==> config.mk <==
export PLATFORM = sky130hd
export DESIGN_NAME = wb_irq_timer_flat
export DESIGN_NICKNAME = d
export VERILOG_FILES = /design/src/rtl/wb_irq_timer_pkg.sv /design/src/rtl/wb_irq_timer_if.sv /design/src/rtl/wb_irq_timer_cnt.sv /design/src/rtl/wb_irq_timer.sv /design/src/flat_wrapper.sv
export SDC_FILE = /design/constraint.sdc
export NUM_CORES = 1
export LEC_CHECK = 0
export ABC_AREA = 1
export CELL_PAD_IN_SITES_DETAIL_PLACEMENT = 0
export CELL_PAD_IN_SITES_GLOBAL_PLACEMENT = 1
export CORE_AREA = 4 4 141 129
export DETAILED_ROUTE_END_ITERATION = 6
export DIE_AREA = 0 0 145 133
export PLACE_DENSITY_LB_ADDON = 0.1
export SLEW_MARGIN = 20
export SYNTH_ARGS = -nofsm -noshare
export SYNTH_HDL_FRONTEND = slang
export SYNTH_SLANG_ARGS = --single-unit
==> constraint.sdc <==
create_clock -name wb_clk_i -period 9 [get_ports wb_clk_i]
set_input_delay 0.9 -clock wb_clk_i [delete_from_list [all_inputs] [get_ports wb_clk_i]]
set_output_delay 0.9 -clock wb_clk_i [all_outputs]
set_load 0.02 [all_outputs]
==> src/rtl/wb_irq_timer_pkg.sv <==
// Shared register map, CTRL/STATUS bit positions and byte-lane helper for wb_irq_timer.
package wb_irq_timer_pkg;

    // Word index, taken from wb_adr_i[4:2]
    localparam logic [2:0] REG_CTRL   = 3'd0;
    localparam logic [2:0] REG_LOAD   = 3'd1;
    localparam logic [2:0] REG_COUNT  = 3'd2;
    localparam logic [2:0] REG_STATUS = 3'd3;

    // CTRL fields
    localparam int unsigned CTRL_EN        = 0;
    localparam int unsigned CTRL_PERIODIC  = 1;
    localparam int unsigned CTRL_IE        = 2;
    localparam int unsigned CTRL_PRESC_LSB = 8;

    // STATUS fields
    localparam int unsigned STATUS_PEND = 0;

    // Replace only the byte lanes enabled in sel
    function automatic logic [31:0] lane_merge(input logic [31:0] old_v,
                                               input logic [31:0] new_v,
                                               input logic [3:0]  sel);
        logic [31:0] m;
        m = '0;
        for (int unsigned i = 0; i < 4; i++) begin
            m[i*8 +: 8] = {8{sel[i]}};
        end
        return (old_v & ~m) | (new_v & m);
    endfunction

endpackage

==> src/rtl/wb_irq_timer_if.sv <==
// Wishbone B3 classic slave bus bundle for wb_irq_timer.
interface wb_irq_timer_if;
    logic [4:0]  wb_adr_i;
    logic [31:0] wb_dat_i;
    logic [3:0]  wb_sel_i;
    logic        wb_we_i;
    logic        wb_cyc_i;
    logic        wb_stb_i;
    logic [31:0] wb_dat_o;
    logic        wb_ack_o;
    logic        wb_err_o;
    logic        wb_rty_o;

    modport master (
        output wb_adr_i, wb_dat_i, wb_sel_i, wb_we_i, wb_cyc_i, wb_stb_i,
        input  wb_dat_o, wb_ack_o, wb_err_o, wb_rty_o
    );

    modport slave (
        input  wb_adr_i, wb_dat_i, wb_sel_i, wb_we_i, wb_cyc_i, wb_stb_i,
        output wb_dat_o, wb_ack_o, wb_err_o, wb_rty_o
    );
endinterface

==> src/rtl/wb_irq_timer_cnt.sv <==
// Prescaler and down-counter; flags expiry when a tick lands on COUNT==0.
module wb_irq_timer_cnt #(
    parameter int unsigned PRESCALE_W = 8
) (
    input  logic                  clk_i,
    input  logic                  rst_i,
    input  logic                  en_i,
    input  logic                  periodic_i,
    input  logic [PRESCALE_W-1:0] presc_i,
    input  logic [31:0]           load_i,
    input  logic                  ctrl_wr_i,
    input  logic                  cnt_wr_i,
    input  logic [31:0]           cnt_wdata_i,
    output logic [31:0]           count_o,
    output logic                  expire_o
);

    logic [PRESCALE_W-1:0] pcnt_q, pcnt_d;
    logic                  tick_q, tick_d;
    logic [31:0]           count_q, count_d;
    logic                  tick;

    // Tick is registered; gating with EN drops a tick left over from the cycle EN was cleared
    assign tick     = tick_q & en_i;
    assign expire_o = tick & (count_q == '0);
    assign count_o  = count_q;

    // Prescaler: count 0..PRESC, tick on the wrap; cleared while disabled or on CTRL write
    always_comb begin
        pcnt_d = pcnt_q;
        tick_d = 1'b0;
        if (!en_i || ctrl_wr_i) begin
            pcnt_d = '0;
        end else if (pcnt_q == presc_i) begin
            pcnt_d = '0;
            tick_d = 1'b1;
        end else begin
            pcnt_d = pcnt_q + PRESCALE_W'(1);
        end
    end

    // Counter: bus write wins over decrement or reload
    always_comb begin
        count_d = count_q;
        if (cnt_wr_i) begin
            count_d = cnt_wdata_i;
        end else if (tick) begin
            if (count_q != '0)  count_d = count_q - 32'd1;
            else if (periodic_i) count_d = load_i;
            else                 count_d = '0;
        end
    end

    // State registers
    always_ff @(posedge clk_i or posedge rst_i) begin
        if (rst_i) begin
            pcnt_q  <= '0;
            tick_q  <= 1'b0;
            count_q <= '0;
        end else begin
            pcnt_q  <= pcnt_d;
            tick_q  <= tick_d;
            count_q <= count_d;
        end
    end

endmodule

==> src/rtl/wb_irq_timer.sv <==
// Wishbone-mapped interval timer with level interrupt.
module wb_irq_timer
    import wb_irq_timer_pkg::*;
#(
    parameter int unsigned PRESCALE_W = 8,
    parameter logic [31:0] LOAD_RESET = 32'h0
) (
    input  logic           wb_clk_i,
    input  logic           wb_rst_i,
    wb_irq_timer_if.slave  wb,
    output logic           irq_o
);

    logic                  en_q, en_d, per_q, per_d, ie_q, ie_d, pend_q, pend_d;
    logic [PRESCALE_W-1:0] presc_q, presc_d;
    logic [31:0]           load_q, load_d;
    logic                  ack_q, ack_d, err_q, err_d;
    logic [31:0]           dat_q, dat_d;

    logic        req, bad, wr_ok, ctrl_wr, load_wr, cnt_wr, stat_wr;
    logic [2:0]  word;
    logic [31:0] count, rdata, ctrl_img, ctrl_base, ctrl_new;
    logic        expire, en_hw;
    logic        unused_ok;

    assign req     = wb.wb_cyc_i & wb.wb_stb_i & ~ack_q & ~err_q;
    assign bad     = wb.wb_adr_i[4];
    assign word    = wb.wb_adr_i[4:2];
    assign wr_ok   = req & wb.wb_we_i & ~bad;
    assign ctrl_wr = wr_ok & (word == REG_CTRL);
    assign load_wr = wr_ok & (word == REG_LOAD);
    assign cnt_wr  = wr_ok & (word == REG_COUNT);
    assign stat_wr = wr_ok & (word == REG_STATUS);

    // Hardware clear of EN on one-shot expiry; a CTRL write merges over this value
    assign en_hw = en_q & ~(expire & ~per_q);

    // CTRL image for reads (current) and as write base (after hardware clear)
    always_comb begin
        ctrl_img = '0;
        ctrl_img[CTRL_EN]       = en_q;
        ctrl_img[CTRL_PERIODIC] = per_q;
        ctrl_img[CTRL_IE]       = ie_q;
        ctrl_img[CTRL_PRESC_LSB +: PRESCALE_W] = presc_q;
        ctrl_base = ctrl_img;
        ctrl_base[CTRL_EN]      = en_hw;
    end

    assign ctrl_new = lane_merge(ctrl_base, wb.wb_dat_i, wb.wb_sel_i);

    wb_irq_timer_cnt #(.PRESCALE_W(PRESCALE_W)) u_cnt (
        .clk_i       (wb_clk_i),
        .rst_i       (wb_rst_i),
        .en_i        (en_q),
        .periodic_i  (per_q),
        .presc_i     (presc_q),
        .load_i      (load_q),
        .ctrl_wr_i   (ctrl_wr),
        .cnt_wr_i    (cnt_wr),
        .cnt_wdata_i (lane_merge(count, wb.wb_dat_i, wb.wb_sel_i)),
        .count_o     (count),
        .expire_o    (expire)
    );

    // Register next-state: bus writes, W1C of PEND, expiry sets PEND last so it wins
    always_comb begin
        en_d    = en_hw;
        per_d   = per_q;
        ie_d    = ie_q;
        presc_d = presc_q;
        load_d  = load_q;
        pend_d  = pend_q;
        if (ctrl_wr) begin
            en_d    = ctrl_new[CTRL_EN];
            per_d   = ctrl_new[CTRL_PERIODIC];
            ie_d    = ctrl_new[CTRL_IE];
            presc_d = ctrl_new[CTRL_PRESC_LSB +: PRESCALE_W];
        end
        if (load_wr) load_d = lane_merge(load_q, wb.wb_dat_i, wb.wb_sel_i);
        if (stat_wr && wb.wb_sel_i[0] && wb.wb_dat_i[STATUS_PEND]) pend_d = 1'b0;
        if (expire) pend_d = 1'b1;
    end

    // Read mux, sampled at request time
    always_comb begin
        rdata = '0;
        case (word)
            REG_CTRL:   rdata = ctrl_img;
            REG_LOAD:   rdata = load_q;
            REG_COUNT:  rdata = count;
            REG_STATUS: rdata[STATUS_PEND] = pend_q;
            default:    rdata = '0;
        endcase
    end

    // Single-cycle termination; error window 0x10-0x1C reads 0
    always_comb begin
        ack_d = req & ~bad;
        err_d = req & bad;
        dat_d = (req && !bad && !wb.wb_we_i) ? rdata : '0;
    end

    // State registers
    always_ff @(posedge wb_clk_i or posedge wb_rst_i) begin
        if (wb_rst_i) begin
            en_q    <= 1'b0;
            per_q   <= 1'b0;
            ie_q    <= 1'b0;
            presc_q <= '0;
            load_q  <= LOAD_RESET;
            pend_q  <= 1'b0;
            ack_q   <= 1'b0;
            err_q   <= 1'b0;
            dat_q   <= '0;
        end else begin
            en_q    <= en_d;
            per_q   <= per_d;
            ie_q    <= ie_d;
            presc_q <= presc_d;
            load_q  <= load_d;
            pend_q  <= pend_d;
            ack_q   <= ack_d;
            err_q   <= err_d;
            dat_q   <= dat_d;
        end
    end

    assign wb.wb_ack_o = ack_q;
    assign wb.wb_err_o = err_q;
    assign wb.wb_dat_o = dat_q;
    assign wb.wb_rty_o = 1'b0;
    assign irq_o       = pend_q & ie_q;

    assign unused_ok = ^{wb.wb_adr_i[1:0], ctrl_new};

endmodule

==> src/flat_wrapper.sv <==
// flat-port wrapper written by rule: the top's interface ports become plain ports
module wb_irq_timer_flat import wb_irq_timer_pkg::*;
#(
    parameter int unsigned PRESCALE_W = 8,
    parameter logic [31:0] LOAD_RESET = 32'h0
)
  (wb_clk_i, wb_rst_i, irq_o, wb_wb_adr_i, wb_wb_dat_i, wb_wb_sel_i, wb_wb_we_i, wb_wb_cyc_i, wb_wb_stb_i, wb_wb_dat_o, wb_wb_ack_o, wb_wb_err_o, wb_wb_rty_o);
  wb_irq_timer_if wb_i ();
  input  logic wb_clk_i;
  input  logic wb_rst_i;
  output logic irq_o;
  input wire logic [$bits(wb_i.wb_adr_i)-1:0] wb_wb_adr_i;
  input wire logic [$bits(wb_i.wb_dat_i)-1:0] wb_wb_dat_i;
  input wire logic [$bits(wb_i.wb_sel_i)-1:0] wb_wb_sel_i;
  input wire logic [$bits(wb_i.wb_we_i)-1:0] wb_wb_we_i;
  input wire logic [$bits(wb_i.wb_cyc_i)-1:0] wb_wb_cyc_i;
  input wire logic [$bits(wb_i.wb_stb_i)-1:0] wb_wb_stb_i;
  output wire logic [$bits(wb_i.wb_dat_o)-1:0] wb_wb_dat_o;
  output wire logic [$bits(wb_i.wb_ack_o)-1:0] wb_wb_ack_o;
  output wire logic [$bits(wb_i.wb_err_o)-1:0] wb_wb_err_o;
  output wire logic [$bits(wb_i.wb_rty_o)-1:0] wb_wb_rty_o;
  assign wb_i.wb_adr_i = wb_wb_adr_i;
  assign wb_i.wb_dat_i = wb_wb_dat_i;
  assign wb_i.wb_sel_i = wb_wb_sel_i;
  assign wb_i.wb_we_i = wb_wb_we_i;
  assign wb_i.wb_cyc_i = wb_wb_cyc_i;
  assign wb_i.wb_stb_i = wb_wb_stb_i;
  assign wb_wb_dat_o = wb_i.wb_dat_o;
  assign wb_wb_ack_o = wb_i.wb_ack_o;
  assign wb_wb_err_o = wb_i.wb_err_o;
  assign wb_wb_rty_o = wb_i.wb_rty_o;
  wb_irq_timer #(.PRESCALE_W(PRESCALE_W), .LOAD_RESET(LOAD_RESET)) u_core (.wb_clk_i(wb_clk_i), .wb_rst_i(wb_rst_i), .wb(wb_i), .irq_o(irq_o));
endmodule
==> flow_metrics.env, run 1 <==
export IMPL_status="finished clean"
export IMPL_cp_data_required_time_ns=9.34
export IMPL_final_nets=969
export IMPL_totalNegativeSetupSlack_ns=0
export IMPL_max_cap_viol_count=0
export IMPL_synth_async_reset_ratio_pct=100.0
export IMPL_die_y_um=133
export IMPL_synth_edf_count=0
export IMPL_p_int_w=0.001190
export IMPL_grt_pass1_wl_um=31930
export IMPL_die_area_um2=19290
export IMPL_slew_violations=0
export IMPL_min_delay_path_depth=1
export IMPL_synth_area_per_cell_um2=7.814
export IMPL_synth_ff_type="dfrtp_1"
export IMPL_via_per_inst=5.164
export IMPL_synth_area_mux_share_pct=3.305
export IMPL_ant_nets=0
export IMPL_ctsResizeCount=0
export IMPL_combPwrFrac_pct=26.7
export IMPL_pwr_share_clk_pct=37.0
export IMPL_wl_per_cell_um=17.11
export IMPL_syn_area_um2=6588
export IMPL_numCtsBuffers=17
export IMPL_clk_path_buf_depth=2
export IMPL_synth_area_top_cells="dfrtp_1 (45%), nand2_1 (14%), nor2_1 (5.2%)"
export IMPL_critical_path_arrival_ns=3.66
export IMPL_wl_um=19570
export IMPL_synth_simple_gate_area_share_pct=30.47
export IMPL_slew_headroom_pct=31.50
export IMPL_start_util_pct=39.39
export IMPL_hold_path_class="reg -> reg"
export IMPL_drc_errors=0
export IMPL_clock_root_buffer="clkbuf_16"
export IMPL_rsz0062_at_grt="no"
export IMPL_min_period_ns=3.323
export IMPL_grt_overflow_total=0
export IMPL_syn_inst=843
export IMPL_max_freq_mhz=300.9
export IMPL_synth_compound_area_share_pct=10.94
export IMPL_power_w=0.001817
export IMPL_synth_cell_types=44
export IMPL_postCtsSetupRepairBufs=0
export IMPL_synth_top_family_by_area="simple AND/OR/NAND/NOR gates"
export IMPL_grt_start_max_net_pins=70
export IMPL_period_share_pct=36.92
export IMPL_clock_sinks=119
export IMPL_htree_levels=4
export IMPL_p_sw_w=0.0006268
export IMPL_worstSetupEndpointType="flop"
export IMPL_setup_violations=0
export IMPL_start_kind="primary input"
export IMPL_fp_row_count=45
export IMPL_drt_iter0_drc=342
export IMPL_power_density_nw_per_um2=224.2
export IMPL_antenna_found_initial=0
export IMPL_dp_hpwl_um=13580
export IMPL_antenna_cells=0
export IMPL_hold_start="u_core.u_cnt.pcnt_q[0]$_DFF_PP0_"
export IMPL_coreArea_um2=16720
export IMPL_synth_xor_area_share_pct=3.191
export IMPL_path_clk_slew_ns=0.06
export IMPL_yosysTopAreaCell="dfrtp_1"
export IMPL_rr_worst_depth=10
export IMPL_crit_path_max_fanout=28
export IMPL_portBuffers=78
export IMPL_syn_nets=892
export IMPL_synth_top_area_share_pct=45.20
export IMPL_yosys_warnings=0
export IMPL_cts_hold_repair_buffers=0
export IMPL_min_to="u_core.u_cnt.pcnt_q[0]$_DFF_PP0_"
export IMPL_area_growth_pct=23.00
export IMPL_synthAdderAreaFrac_pct=0.5698
export IMPL_fp_dieW_um=145
export IMPL_swShare_pct=34.50
export IMPL_clkLatencyLatePin_ns=0.42
export IMPL_num_io_pins=82
export IMPL_place_congestion=0.8650
export IMPL_tightest_slew_ns=1.026
export IMPL_skew_ns=0.01104
export IMPL_dr_pass1_iters=5
export IMPL_peakVddDrop_mv=0.1579
export IMPL_vias=5908
export IMPL_pwr_share_seq_pct=36.2
export IMPL_hold_viol=0
export IMPL_power_leakage_nw=3.947
export IMPL_layout_common_cells="nand2_1 (244), dfrtp_1 (119), nor2_1 (91)"
export IMPL_critPathKind="in -> reg"
export IMPL_yosys_register_bits=119
export IMPL_ff2ff_setup_slack_ns=6.53
export IMPL_cts_tree="done"
export IMPL_layout_commonest_cell="nand2_1"
export IMPL_drive_above_1_share_pct=10.18
export IMPL_ys_seq_area_share_pct=45.20
export IMPL_grt_pass1_vias=6040
export IMPL_grt_usage_pct=20.72
final cells by class:
cell class / instances / area, um^2
clock buffer: 25 / 485.5
clock inverter: 7 / 93.84
fill: 1650 / 8620
inverter: 75 / 289.0
multi-input combinational: 627 / 3197
sequential: 119 / 2978
tap: 211 / 264.0
timing repair buffer: 80 / 795.8
power by group through the flow:
| stage | Sequential [W] | Clock (W) | Combinational [W] |
|---|---|---|---|
| 6_report | 0.000658 | 0.000673 | 0.000486 |
| 5_1_grt | 0.000667 | 0.000710 | 0.000558 |
| 4_1_cts | 0.000656 | 0.000685 | 0.000489 |
| 3_5_place_dp | 0.000665 | 0 | 0.000486 |
| 3_3_place_gp | 0.000664 | 0 | 0.000479 |
| 2_1_floorplan | 0.000642 | 0 | 0.000368 |
synth_stat cells, drive strengths merged (5+ instances only):
| cell | instances |
|---|---|
| nand2 | 263 |
| dfrtp | 119 |
| nor2 | 111 |
| inv | 75 |
| a21oi | 55 |
| o21ai | 55 |
| nand3 | 52 |
| xor2 | 19 |
| mux2 | 18 |
| buf | 14 |
| nand4 | 9 |
| clkbuf | 8 |
| o22ai | 8 |
| o211ai | 6 |
| a31oi | 5 |
| nor3 | 5 |
| xnor2 | 5 |
worst max path at each step:
stage	startpoint	endpoint	slack (ns)	cells past startpoint
floorplan	wb_rst_i	async pin	4.94	1
finish	wb_wb_adr_i[4]	flop	5.68	10
CTS	wb_wb_adr_i[4]	flop	5.63	10
detailed placement	wb_wb_adr_i[4]	flop	5.18	10
global route	wb_wb_adr_i[4]	flop	5.41	10
global placement	wb_wb_adr_i[4]	flop	5.20	11
per-stage QoR:
step           instances  hold slack, ns  area, um^2  utilization [%]  worst slack (ns)
6_report            1144          0.5027        8103            48.45             5.677
5_1_grt             1144          0.5250        8103            48.45             5.409
4_1_cts             1144          0.5075        8103            48.45             5.629
3_5_place_dp        1112          0.4943        7523            44.99             5.184
3_3_place_gp        1112          0.4841        7523            44.99             5.203
2_1_floorplan        843          0.4641        6588                -             4.943
logic make-up (layout without fill, tap and decap cells):
kind of cell,count (synthesis),count (layout)
simple gates,447,447
compound gates,134,134
flops,119,119
buf+inv,97,187
xor+xnor,24,24
mux,18,18
fa+ha+maj,3,3
other cells,1,1
per-layer routing:
layer	vias up	wire, um	share of wire, %	global-route usage (%)
li1	2892	-	-	-
met1	2822	9398	48	29.11
met2	175	8954	46	32.85
met3	19	1015	5.2	4.281
met4	0	203	1.0	5.488
met5	-	0	0	0
critical path, stage by stage:
cell             delay (ns)
clkdlybuf4s50_1        0.47
inv_1                  0.16
nand3_4                0.15
inv_4                  0.33
nand3_4                0.40
nand2_2                0.64
nand2_2                0.29
inv_2                  0.13
nor2_1                 0.05
a21oi_1                0.14
Note: power is estimated with default switching activity, not from simulation.
==> run 2: changes to the inputs <==
Clock period 9 ns to 3.41 ns, I/O delays scaled along.
==> flow_metrics.env, run 2 (same netlist as run 1, synthesis figures left out) <==
export IMPL_finalHoldWorstSlack_ns=0.4550
export IMPL_die_area_um2=19290
export IMPL_skew_ns=0.008922
export IMPL_critPathKind="reg -> reg"
export IMPL_num_io_pins=82
export IMPL_grt_overflow_total=0
export IMPL_cts_tree="done"
export IMPL_dp_hpwl_um=13280
export IMPL_fp_dieW_um=145
export IMPL_antenna_found_initial=1
export IMPL_area_growth_pct=24.60
export IMPL_vias=5959
export IMPL_power_w=0.004968
export IMPL_grt_start_max_net_pins=120
export IMPL_cts_hold_repair_buffers=0
export IMPL_max_cap_viol_count=0
export IMPL_hold_path_class="in -> async"
export IMPL_setup_ws_ns=1.031
export IMPL_via_per_inst=5.182
export IMPL_clk_path_buf_depth=2
export IMPL_power_density_nw_per_um2=605.2
export IMPL_die_y_um=133
export IMPL_utilization_pct=49.08
export IMPL_grt_pass1_vias=6066
export IMPL_layout_commonest_cell="nand2_1"
export IMPL_ant_nets=0
export IMPL_setup_violations=0
export IMPL_rsz0062_at_grt="no"
export IMPL_portBuffers=78
export IMPL_peakVddDrop_mv=0.3525
export IMPL_ctsResizeCount=0
export IMPL_slew_violations=0
export IMPL_final_nets=974
export IMPL_status="finished clean"
export IMPL_coreArea_um2=16720
export IMPL_fp_row_count=45
export IMPL_crit_path_max_fanout=14
export IMPL_min_period_ns=2.379
export IMPL_wl_um=19110
export IMPL_grt_usage_pct=20.68
export IMPL_drt_iter0_drc=439
export IMPL_htree_levels=4
export IMPL_max_freq_mhz=420.3
export IMPL_hold_viol=0
export IMPL_place_ws_ns=0.6397
export IMPL_numCtsBuffers=17
export IMPL_clock_root_buffer="clkbuf_16"
export IMPL_wl_per_cell_um=16.62
export IMPL_slew_headroom_pct=55.12
export IMPL_critical_path_arrival_ns=2.72
export IMPL_worstSetupEndpointType="flop"
export IMPL_start_kind="flop"
export IMPL_cp_data_required_time_ns=3.75
export IMPL_power_leakage_nw=4.004
export IMPL_place_congestion=0.8666
export IMPL_drive_above_1_share_pct=11.09
export IMPL_clock_sinks=119
export IMPL_dr_pass1_iters=6
export IMPL_start_util_pct=39.39
export IMPL_layout_common_cells="nand2_1 (244), dfrtp_1 (119), nor2_1 (91)"
export IMPL_totalNegativeSetupSlack_ns=0
export IMPL_grt_pass1_wl_um=31930
export IMPL_clkLatencyLatePin_ns=0.42
export IMPL_period_share_pct=69.77
export IMPL_drc_errors=0
export IMPL_tightest_slew_ns=0.6724
export IMPL_postCtsSetupRepairBufs=0
export IMPL_path_clk_slew_ns=0.06
run 2: changes by cell type in the layout (fill, tap and decap cells not counted):
cell | previous run | this run
buf_4 | 2 | 6
diode_2 | 0 | 1
inv_4 | 3 | 2
bufinv_16 | 2 | 4
clkbuf_8 | 3 | 2
buf_12 | 0 | 1
clkinv_4 | 1 | 2
clkbuf_1 | 5 | 1
clkinv_2 | 2 | 4
inv_6 | 0 | 1
run 2: per-stage QoR:
stage	area, um^2	std cells
4_1_cts	8205	1149
3_5_place_dp	7575	1117
5_1_grt	8205	1149
3_3_place_gp	7575	1117
2_1_floorplan	6591	843
6_report	8208	1150
run 2: final cells by class:
cell class | count | area (um^2)
fill | 1638 | 8514
multi-input combinational | 627 | 3197
sequential | 119 | 2978
timing repair buffer | 85 | 845.8
clock buffer | 20 | 456.7
inverter | 75 | 290.3
tap | 211 | 264.0
clock inverter | 12 | 173.9
antenna | 1 | 2.502
run 2: per-layer routing:
layer / track usage [%] / vias to the layer above / wire length (um)
met1: 28.48 / 2847 / 9070
met5: 0 / - / 0
met4: 6.332 / 0 / 307
li1: - / 2911 / -
met3: 4.521 / 25 / 1020
met2: 32.85 / 176 / 8712
run 2: power by group:
part / total (W) / switching, W / internal [W] / leakage [nW]
Clock: 0.00195 / 0.000685 / 0.00126 / 0.310
Sequential: 0.00173 / 0.000189 / 0.00154 / 1.62
Combinational: 0.00129 / 0.000822 / 0.000470 / 2.07
Total: 0.00497 / 0.00170 / 0.00327 / 4.00
run 2: path summary, 6_finish.rpt:
kind | depth (start not counted) | startpoint | end | slack [ns]
setup reg to reg | 11 | flop | flop | 1.03
min in group wb_clk_i | 2 | flop | flop | 0.51
hold reg to reg | 2 | flop | flop | 0.51
setup / recovery | 11 | flop | flop | 1.03
hold / removal | 3 | wb_rst_i | u_core.wb.wb_dat_o[2]$_DFF_PP0_ | 0.46
max in group asynchronous | 3 | wb_rst_i | async pin | 2.46
run 2: critical path, stage by stage (launching register included):
cell and delay [ns]:
dfrtp_1 0.39, inv_1 0.13, ha_1 0.24, nand4_1 0.11, nor2_1 0.18, nand2_1 0.09, nor2_2 0.53, buf_4 0.28
nand3_1 0.08, nand2_1 0.07, inv_1 0.04, a21oi_1 0.16
==> run 3: changes to the inputs <==
Clock period 3.41 ns to 2.4 ns, I/O delays scaled along.
==> flow_metrics.env, run 3 (same netlist as run 1, synthesis figures left out) <==
export IMPL_max_freq_mhz=475.8
export IMPL_start_kind="flop"
export IMPL_worstSetupEndpointType="flop"
export IMPL_slew_headroom_pct=58.41
export IMPL_cts_hold_repair_buffers=0
export IMPL_min_period_ns=2.102
export IMPL_combPwrFrac_pct=26.9
export IMPL_critical_path_cell_chain="inv_1, ha_1, nand2_1, nor2_1, nand2_2, nor2_4, nand2_4, nor2_8, nand2_1, nand2_1, nand2_1, a21oi_1"
export IMPL_critPathKind="reg -> reg"
export IMPL_pwr_share_seq_pct=35.1
export IMPL_max_cap_viol_count=0
export IMPL_finalHoldWorstSlack_ns=0.1768
export IMPL_cts_tree="done"
export IMPL_grt_pass1_vias=5930
export IMPL_grt_pass1_wl_um=31800
export IMPL_clk_path_buf_depth=2
export IMPL_cp_data_required_time_ns=2.74
export IMPL_pwr_share_clk_pct=38.0
export IMPL_power_leakage_nw=4.020
export IMPL_rsz0062_at_grt="no"
export IMPL_hold_path_class="in -> async"
export IMPL_coreArea_um2=16720
export IMPL_clkLatencyLatePin_ns=0.42
export IMPL_die_y_um=133
export IMPL_tightest_slew_ns=0.6230
export IMPL_num_io_pins=82
export IMPL_fp_dieW_um=145
export IMPL_setup_ws_ns=0.2984
export IMPL_p_int_w=0.004559
export IMPL_numCtsBuffers=17
export IMPL_ant_nets=0
export IMPL_fp_row_count=45
export IMPL_antenna_found_initial=0
export IMPL_grt_start_max_net_pins=62
export IMPL_wl_per_cell_um=16.89
export IMPL_via_per_inst=5.151
export IMPL_die_area_um2=19290
export IMPL_htree_levels=4
export IMPL_ctsResizeCount=0
export IMPL_grt_overflow_total=0
export IMPL_cpPeakStageDelay_ns=0.40
export IMPL_setup_violations=0
export IMPL_period_share_pct=87.57
export IMPL_layout_common_cells="nand2_1 (244), dfrtp_1 (119), nor2_1 (91)"
export IMPL_slowest_stage="dfrtp_1"
export IMPL_power_density_nw_per_um2=848.2
export IMPL_drt_iter0_drc=351
export IMPL_p_sw_w=0.002440
export IMPL_clock_sinks=119
export IMPL_crit_path_max_fanout=18
export IMPL_worst_path_buf_inv=1
export IMPL_hold_viol=0
export IMPL_swShare_pct=34.86
export IMPL_area_growth_pct=25.26
export IMPL_grt_usage_pct=20.61
export IMPL_final_nets=981
export IMPL_fillers=1636
export IMPL_postCtsSetupRepairBufs=0
export IMPL_dr_pass1_iters=5
export IMPL_wl_um=19530
export IMPL_status="finished clean"
export IMPL_critPathTopFamily="simple AND/OR/NAND/NOR gates"
export IMPL_totalNegativeSetupSlack_ns=0
export IMPL_clock_root_buffer="clkbuf_16"
export IMPL_place_congestion=0.8744
export IMPL_skew_ns=0.005250
export IMPL_layout_commonest_cell="nand2_1"
export IMPL_antenna_cells=0
export IMPL_drive_above_1_share_pct=11.85
export IMPL_portBuffers=78
export IMPL_crit_top_cell="nand2_1"
export IMPL_vias=5955
export IMPL_place_ws_ns=0.1797
export IMPL_path_clk_slew_ns=0.06
export IMPL_start_util_pct=39.39
export IMPL_drc_errors=0
export IMPL_slew_violations=0
export IMPL_dp_hpwl_um=13780
export IMPL_peakVddDrop_mv=0.4853
export IMPL_critical_path_arrival_ns=2.44
run 3: changes by cell type in the layout (fill, tap and decap cells not counted):
cell,delta
buf_12,+1
buf_4,+6
bufinv_16,-1
clkbuf_1,-1
clkbuf_8,-1
clkinv_2,-2
clkinv_4,-1
clkinvlp_4,+4
diode_2,-1
inv_6,+2
run 3: worst paths after layout:
path / from / to / slack [ns] / cells after the start
max reg2reg: flop / flop / 0.30 / 12
min in group wb_clk_i: wb_wb_dat_i[13] / flop / 0.44 / 3
max: flop / flop / 0.30 / 12
min: wb_rst_i / async pin / 0.18 / 2
max in group asynchronous: wb_rst_i / async pin / 1.56 / 3
min reg2reg: flop / flop / 0.50 / 2
run 3: final cells by class:
cell class | instances | area [um^2] | area share (%)
inverter | 75 | 290.3 | 3.518
timing repair buffer | 92 | 910.9 | 11.04
tap | 211 | 264.0 | 3.199
multi-input combinational | 627 | 3197 | 38.74
clock buffer | 18 | 439.2 | 5.322
clock inverter | 14 | 172.7 | 2.093
sequential | 119 | 2978 | 36.09
run 3: layer usage:
layer	GRT usage [%]	share of wire, %	vias to the layer above
met3	4.452	3.9	26
met5	0	0	-
met4	6.385	1.5	0
met2	33.06	46	143
met1	28.12	48	2878
li1	-	-	2908
run 3: power groups by stage:
stage               Sequential, W  Combinational, W  Clock (W)
floorplan                 0.00241           0.00138          0
global placement          0.00248           0.00185          0
detailed placement        0.00249           0.00187          0
CTS                       0.00245           0.00189    0.00271
global route              0.00249           0.00215    0.00280
finish                    0.00245           0.00188    0.00266
run 3: metrics by stage:
step	std cells	utilization (%)	cell area, um^2	total power (W)
global route	1156	49.35	8252	0.007431
CTS	1156	49.35	8252	0.007049
global placement	1124	45.69	7640	0.004336
detailed placement	1124	45.69	7640	0.004360
finish	1156	49.35	8252	0.006999
floorplan	843	-	6591	0.003789
